### src/rtl/neuron_mac_seq.sv
`timescale 1ns/1ps
// ---------------------------------------------------------------------------
// neuron_mac_seq
//   Time-multiplexed fixed-point neuron. N_IN signed weights sit in a local
//   register file; the input vector arrives one sample per accepted beat and
//   is accumulated with a single multiplier. On the last beat the bias is
//   added, the sum is rounded (half up) back to Q(DATA_W-FRAC_W).FRAC_W,
//   saturated to DATA_W bits and presented on the output stream.
//
//   Optional feature macro: RELU_EN
//     defined   -> saturated result passes through ReLU (negatives give 0,
//                  y_sat still flags negative saturation)
//     undefined -> identity activation
//
//   Handshake: a beat transfers on a rising clk edge where valid and ready
//   are both high. The producer holds data stable while valid is high and
//   ready is low; the receiver may change ready at any time.
//
//   Ports
//     clk, rst          clock (rising edge), async active-high reset
//     w_we/w_addr/w_data weight write port; out-of-range addresses ignored
//     b                 bias, sampled on the last accepted input beat
//     x_valid/x_ready/x_data  input sample stream
//     y_valid/y_ready/y_data  result stream
//     y_sat             result was clipped; qualified by y_valid
//
//   Internal FSM state is held in `state` (type state_t) for probing.
// ---------------------------------------------------------------------------
module neuron_mac_seq #(
   parameter int N_IN   = 8,
   parameter int DATA_W = 32,
   parameter int FRAC_W = 16
) (
   input  logic                    clk,
   input  logic                    rst,
   input  logic                    w_we,
   input  logic [$clog2(N_IN)-1:0] w_addr,
   input  logic [DATA_W-1:0]       w_data,
   input  logic [DATA_W-1:0]       b,
   input  logic                    x_valid,
   output logic                    x_ready,
   input  logic [DATA_W-1:0]       x_data,
   output logic                    y_valid,
   input  logic                    y_ready,
   output logic [DATA_W-1:0]       y_data,
   output logic                    y_sat
);

   localparam int IDX_W  = $clog2(N_IN);
   localparam int PROD_W = 2 * DATA_W;
   localparam int ACC_W  = PROD_W + IDX_W;
   // One extra bit so acc + shifted bias + rounding constant cannot wrap.
   localparam int SUM_W  = ACC_W + 1;

   localparam logic [IDX_W-1:0] LAST_IDX = IDX_W'(N_IN - 1);

   localparam logic signed [SUM_W-1:0] ROUND =
      {{(SUM_W-1){1'b0}}, 1'b1} << (FRAC_W - 1);
   localparam logic signed [SUM_W-1:0] Y_MAX =
      {{(SUM_W-DATA_W+1){1'b0}}, {(DATA_W-1){1'b1}}};
   localparam logic signed [SUM_W-1:0] Y_MIN =
      {{(SUM_W-DATA_W+1){1'b1}}, {(DATA_W-1){1'b0}}};
   localparam logic [DATA_W-1:0] OUT_MAX = {1'b0, {(DATA_W-1){1'b1}}};
   localparam logic [DATA_W-1:0] OUT_MIN = {1'b1, {(DATA_W-1){1'b0}}};

   typedef enum logic [1:0] {
      S_IDLE = 2'd0,
      S_ACC  = 2'd1,
      S_OUT  = 2'd2
   } state_t;

   state_t state;
   state_t state_next;

   logic [DATA_W-1:0]        w_mem [N_IN];
   logic [IDX_W-1:0]         idx;
   logic signed [ACC_W-1:0]  acc;

   logic                     accept;
   logic                     last_beat;
   logic                     y_take;
   logic                     x_ready_next;
   logic                     y_valid_next;

   logic [DATA_W-1:0]        w_rd;
   logic signed [PROD_W-1:0] x_ext;
   logic signed [PROD_W-1:0] w_ext;
   logic signed [PROD_W-1:0] product;
   logic signed [ACC_W-1:0]  prod_ext;
   logic signed [ACC_W-1:0]  acc_next;
   logic signed [SUM_W-1:0]  acc_wide;
   logic signed [SUM_W-1:0]  bias_wide;
   logic signed [SUM_W-1:0]  bias_sh;
   logic signed [SUM_W-1:0]  sum;
   logic signed [SUM_W-1:0]  shifted;
   logic                     sat_hi;
   logic                     sat_lo;
   logic [DATA_W-1:0]        y_clip;
   logic [DATA_W-1:0]        y_act;

   // ------------------------------------------------------------------
   // Handshake qualifiers
   // ------------------------------------------------------------------
   assign accept    = x_valid & x_ready;
   assign last_beat = (idx == LAST_IDX);
   assign y_take    = y_valid & y_ready;

   // ------------------------------------------------------------------
   // Datapath: one multiply per beat, full-precision accumulation
   // ------------------------------------------------------------------
   // Weight read is from the register array, so a write in this cycle is
   // not yet visible: the old value is used.
   assign w_rd     = w_mem[idx];
   assign x_ext    = {{DATA_W{x_data[DATA_W-1]}}, x_data};
   assign w_ext    = {{DATA_W{w_rd[DATA_W-1]}}, w_rd};
   assign product  = x_ext * w_ext;
   assign prod_ext = {{IDX_W{product[PROD_W-1]}}, product};
   assign acc_next = acc + prod_ext;

   // Bias is Q.FRAC_W; the accumulator is Q.(2*FRAC_W), so align the bias
   // before adding, then round half up and drop FRAC_W fraction bits.
   assign acc_wide  = {acc_next[ACC_W-1], acc_next};
   assign bias_wide = {{(SUM_W-DATA_W){b[DATA_W-1]}}, b};
   assign bias_sh   = bias_wide <<< FRAC_W;
   assign sum       = acc_wide + bias_sh + ROUND;
   assign shifted   = sum >>> FRAC_W;

   assign sat_hi = (shifted > Y_MAX);
   assign sat_lo = (shifted < Y_MIN);

   always_comb begin
      y_clip = shifted[DATA_W-1:0];
      if (sat_hi) begin
         y_clip = OUT_MAX;
      end else if (sat_lo) begin
         y_clip = OUT_MIN;
      end
   end

`ifdef RELU_EN
   assign y_act = y_clip[DATA_W-1] ? '0 : y_clip;
`else
   assign y_act = y_clip;
`endif

   // ------------------------------------------------------------------
   // FSM: state register
   // ------------------------------------------------------------------
   always_ff @(posedge clk or posedge rst) begin
      if (rst) begin
         state <= S_IDLE;
      end else begin
         state <= state_next;
      end
   end

   // ------------------------------------------------------------------
   // FSM: next state and registered-output targets
   // ------------------------------------------------------------------
   always_comb begin
      state_next   = state;
      x_ready_next = 1'b0;
      y_valid_next = 1'b0;
      case (state)
         S_IDLE: begin
            if (accept) begin
               state_next = S_ACC;
            end
         end
         S_ACC: begin
            if (accept && last_beat) begin
               state_next = S_OUT;
            end
         end
         S_OUT: begin
            if (y_take) begin
               state_next = S_IDLE;
            end
         end
         default: begin
            state_next = S_IDLE;
         end
      endcase
      // Outputs are registered copies of the coming state so that x_ready
      // stays low through reset and rises on the first edge after it.
      x_ready_next = (state_next != S_OUT);
      y_valid_next = (state_next == S_OUT);
   end

   always_ff @(posedge clk or posedge rst) begin
      if (rst) begin
         x_ready <= 1'b0;
         y_valid <= 1'b0;
      end else begin
         x_ready <= x_ready_next;
         y_valid <= y_valid_next;
      end
   end

   // ------------------------------------------------------------------
   // Accumulator, index and result registers
   // ------------------------------------------------------------------
   always_ff @(posedge clk or posedge rst) begin
      if (rst) begin
         acc    <= '0;
         idx    <= '0;
         y_data <= '0;
         y_sat  <= 1'b0;
      end else begin
         if (accept) begin
            acc <= acc_next;
            if (last_beat) begin
               // idx parks at the last index while the result waits.
               y_data <= y_act;
               y_sat  <= sat_hi | sat_lo;
            end else begin
               idx <= idx + IDX_W'(1);
            end
         end else if (y_take) begin
            acc <= '0;
            idx <= '0;
         end
      end
   end

   // ------------------------------------------------------------------
   // Weight register file; writes land on the next edge in any state
   // ------------------------------------------------------------------
   always_ff @(posedge clk or posedge rst) begin
      if (rst) begin
         for (int i = 0; i < N_IN; i++) begin
            w_mem[i] <= '0;
         end
      end else if (w_we && (int'(w_addr) < N_IN)) begin
         w_mem[w_addr] <= w_data;
      end
   end

endmodule

### config.mk
export PLATFORM = sky130hd
export DESIGN_NAME = neuron_mac_seq
export DESIGN_NICKNAME = d
export VERILOG_FILES = /design/src/rtl/neuron_mac_seq.sv
export SDC_FILE = /design/constraint.sdc
export NUM_CORES = 2
export LEC_CHECK = 0
export ABC_AREA = 0
export CAP_MARGIN = 20
export CORE_MARGIN = 5
export CORE_UTILIZATION = 70
export CTS_CLUSTER_SIZE = 40
export DETAILED_ROUTE_END_ITERATION = 7
export GPL_ROUTABILITY_DRIVEN = 0
export PLACE_DENSITY = 0.88
export SYNTH_ARGS = -nofsm -noshare
export SYNTH_HDL_FRONTEND = slang
export SYNTH_SLANG_ARGS = --single-unit
### constraint.sdc
create_clock -name clk -period 22.3 [get_ports clk]
set_input_delay 5.575 -clock clk [delete_from_list [all_inputs] [get_ports clk]]
set_output_delay 5.575 -clock clk [all_outputs]
set_load 0.005 [all_outputs]
==> impl_metrics.toml <==
[run_status]
run_status = "finished, final reports clean"

[cells_and_area]
ff_latch_area_um2 = 9090
footprint_of_the_multi_input_gates_um2 = 45000
drive_gt1_frac = 0.0991
area.growth.synth_to_final_pct = 6.03
filler_cells = 5275
final_nets = 7414

[hold_path]
worstHoldPathType = "reg -> reg"
min_from = "acc[13]"
hold_path_end = "acc[13]"
hold_path_depth = 2

[synthesis]
warnings_from_yosys = 0
syn-instance-count = 5842
synth_top_area_frac = 0.416
net_count_synth = 7469
post_synth_most_frequent_cells = "1244 x sky130_fd_sc_hd__fa_1, 1240 x sky130_fd_sc_hd__inv_1, 608 x sky130_fd_sc_hd__nand2_1, 363 x sky130_fd_sc_hd__dfrtp_1, 333 x sky130_fd_sc_hd__and2_1"
synth_area_per_cell_um2 = 10.3
synth_ff_type = "sky130_fd_sc_hd__dfrtp_1"
synth-seq-area-share = 0.152
post-synth-top-area-cell = "sky130_fd_sc_hd__fa_1"
synth_seq_cells = 363
post-synth-top-count-cell = "sky130_fd_sc_hd__fa_1"
synth.distinct_cells = 98
mappedNetlistArea_um2 = 59900
ys_top_cells_by_area = "sky130_fd_sc_hd__fa_1 42%, sky130_fd_sc_hd__dfrtp_1 15%, sky130_fd_sc_hd__inv_1 7.8%, sky130_fd_sc_hd__ha_1 5.8%, sky130_fd_sc_hd__mux2_2 5.3%"
number_of_synthesized_flops_with_an_enable_pin = 0
synth-async-reset-ratio = 1.00

[clock_tree]
cts_root_buffer = "sky130_fd_sc_hd__clkbuf_16"
htree_num_levels = 2
cts_hold_buf = 0
post-cts-setup-buffer-count = 0
numClockSinks = 363
clk_path_buf_depth = 3
worst_setup_hold_path_clk_slew_ps = 60
worstSkewPairLatency_ps = 570
cts_resized = 0
cts_tree = "done"
tritoncts_buffer_count = 39

[worst_setup_path]
path_max_fanout = 32
critPathArrivalTime_ps = 17760
start_kind = "input pin"
path_class = "in -> reg"
rrSetupSlack_ps = 7940
crit_end_element = "flip-flop"
cpPeakStageDelay_ps = 830
timing.rr.end = "y_data[21]"
path_common_cell = "sky130_fd_sc_hd__fa_1"
timing.critical_path.slowest_stage_cell = "sky130_fd_sc_hd__o41ai_1"
timing.reg2reg.worst_path_depth = 45
regToRegStartpoint = "idx[0]"
cp_data_required_time_ps = 22720

[sta]
final.setup.tns_ps = 0
grt_setup_unrepaired = "false"
max_frequency_mhz = 57.7
slew_worst_pin_ps = 1050
finalSetupViolCount = 0
fin_skew_ps = 45.1
period_needed_ps = 17340
final.period_utilization = 0.777
total_count_of_max_transition_violations_in_the_final_report = 0
hold_violations = 0
slew_headroom = 0.298

[floorplanning]
io_pins = 139
initial_utilization = 0.705
placement_rows = 107
die_area_um2 = 91600
floorplan.core_area_um2 = 85000
die-height_um = 303
die_w_um = 303

[placed_design]
detailed_placement_wirelength_estimate_mm = 122
io_buffer_count = 138

[detailed_routing]
vias_per_cell = 6.20
detailroute.via_count = 43211
routed_wirelength_mm = 157
drt_first_pass_iters = 8
dr.first_iter.drc_count = 4844
antenna_left = 0
drc = 0
wl_per_cell_um = 22.6

[global_routing]
initial_antenna_violation_count = 11
grt_util_all_layers = 0.356
grt_pass1_vias = 48320
grt_max_degree = 138
grt_overflow = 0
grt_pass1_wl_mm = 257

[run]
cap_viol_max_count = 0
cell type report:
cell class / instances / share of cell area
Clock inverter: 14 / 0.00384
Sequential cell: 363 / 0.143
Timing Repair Buffer: 213 / 0.0312
Antenna cell: 6 / 0.000236
Multi-Input combinational cell: 3930 / 0.708
Tap cell: 1144 / 0.0225
Inverter: 1240 / 0.0734
Clock buffer: 55 / 0.0177
worst max path at each step:
| stage | end | depth (start not counted) | slack [ps] | from |
|---|---|---|---|---|
| after global placement | y_data[20] | 43 | 5010 | x_data[31] |
| after CTS | y_data[21] | 42 | 5190 | x_data[31] |
| after detailed placement | y_data[20] | 43 | 4710 | x_data[31] |
| final | y_data[21] | 42 | 4960 | x_data[31] |
| after global routing | y_data[4] | 43 | 4460 | x_data[31] |
| after floorplan | y_data[0] | 42 | 5820 | x_data[31] |
worst max-delay path: cells and delay by family:
| family | cells | cell delay (ps) |
|---|---|---|
| simple gates | 10 | 1710 |
| xor+xnor | 2 | 320 |
| buf+inv | 10 | 1840 |
| fa+ha+maj | 10 | 5060 |
| compound gates | 10 | 3200 |
state kept, by name (all words and copies together) (netlist names):
signal	cells
w_mem	256
acc	67
y_data	32
idx	3
state	2
x_ready	1
y_sat	1
y_valid	1
through the flow:
step	area, µm²	worst slack, ps	hold WS [ps]	utilization	std cells
4_1_cts	63400	5190	485	0.746	6956
3_5_place_dp	62100	4710	464	0.730	6887
5_1_grt	63500	4460	512	0.747	6965
3_3_place_gp	62100	5010	449	0.730	6887
6_report	63500	4960	482	0.747	6965
2_1_floorplan	59900	5820	437	-	5842
cell usage in the layout, fill, tap and decap left out, types with 52 or more instances in the layout:
cell type | synthesis | final
sky130_fd_sc_hd__a21o_1 | 79 | 79
sky130_fd_sc_hd__a21oi_1 | 135 | 134
sky130_fd_sc_hd__a22o_1 | 59 | 59
sky130_fd_sc_hd__and2_1 | 333 | 332
sky130_fd_sc_hd__buf_4 | 1 | 72
sky130_fd_sc_hd__clkdlybuf4s50_1 | 0 | 135
sky130_fd_sc_hd__dfrtp_1 | 363 | 360
sky130_fd_sc_hd__fa_1 | 1244 | 1244
sky130_fd_sc_hd__ha_1 | 279 | 279
sky130_fd_sc_hd__inv_1 | 1240 | 1238
sky130_fd_sc_hd__mux2_2 | 283 | 283
sky130_fd_sc_hd__mux4_2 | 64 | 64
sky130_fd_sc_hd__nand2_1 | 608 | 607
sky130_fd_sc_hd__nand2b_1 | 52 | 52
sky130_fd_sc_hd__nor2_1 | 113 | 113
sky130_fd_sc_hd__nor2b_1 | 134 | 134
sky130_fd_sc_hd__o21ai_0 | 69 | 69
sky130_fd_sc_hd__xnor2_1 | 72 | 72
cell families (layout without fill, tap and decap cells):
kind of cell	after synthesis	after routing	share of synthesized area
mux	355	355	0.0786
compound gates	517	517	0.0607
buf+inv	1549	1522	0.0995
xor+xnor	114	114	0.0167
flops	363	363	0.152
other cells	0	6	0
simple gates	1421	1421	0.119
fa+ha+maj	1523	1523	0.474
routing by layer:
layer  wire (µm)  track usage
met5          46            0
met4        8720        0.171
met3       16700       0.0789
met2       75800        0.577
met1       56000        0.464
Power is not shown: default switching activity piles up to over one toggle a cycle in this logic, so the estimate is an artifact.
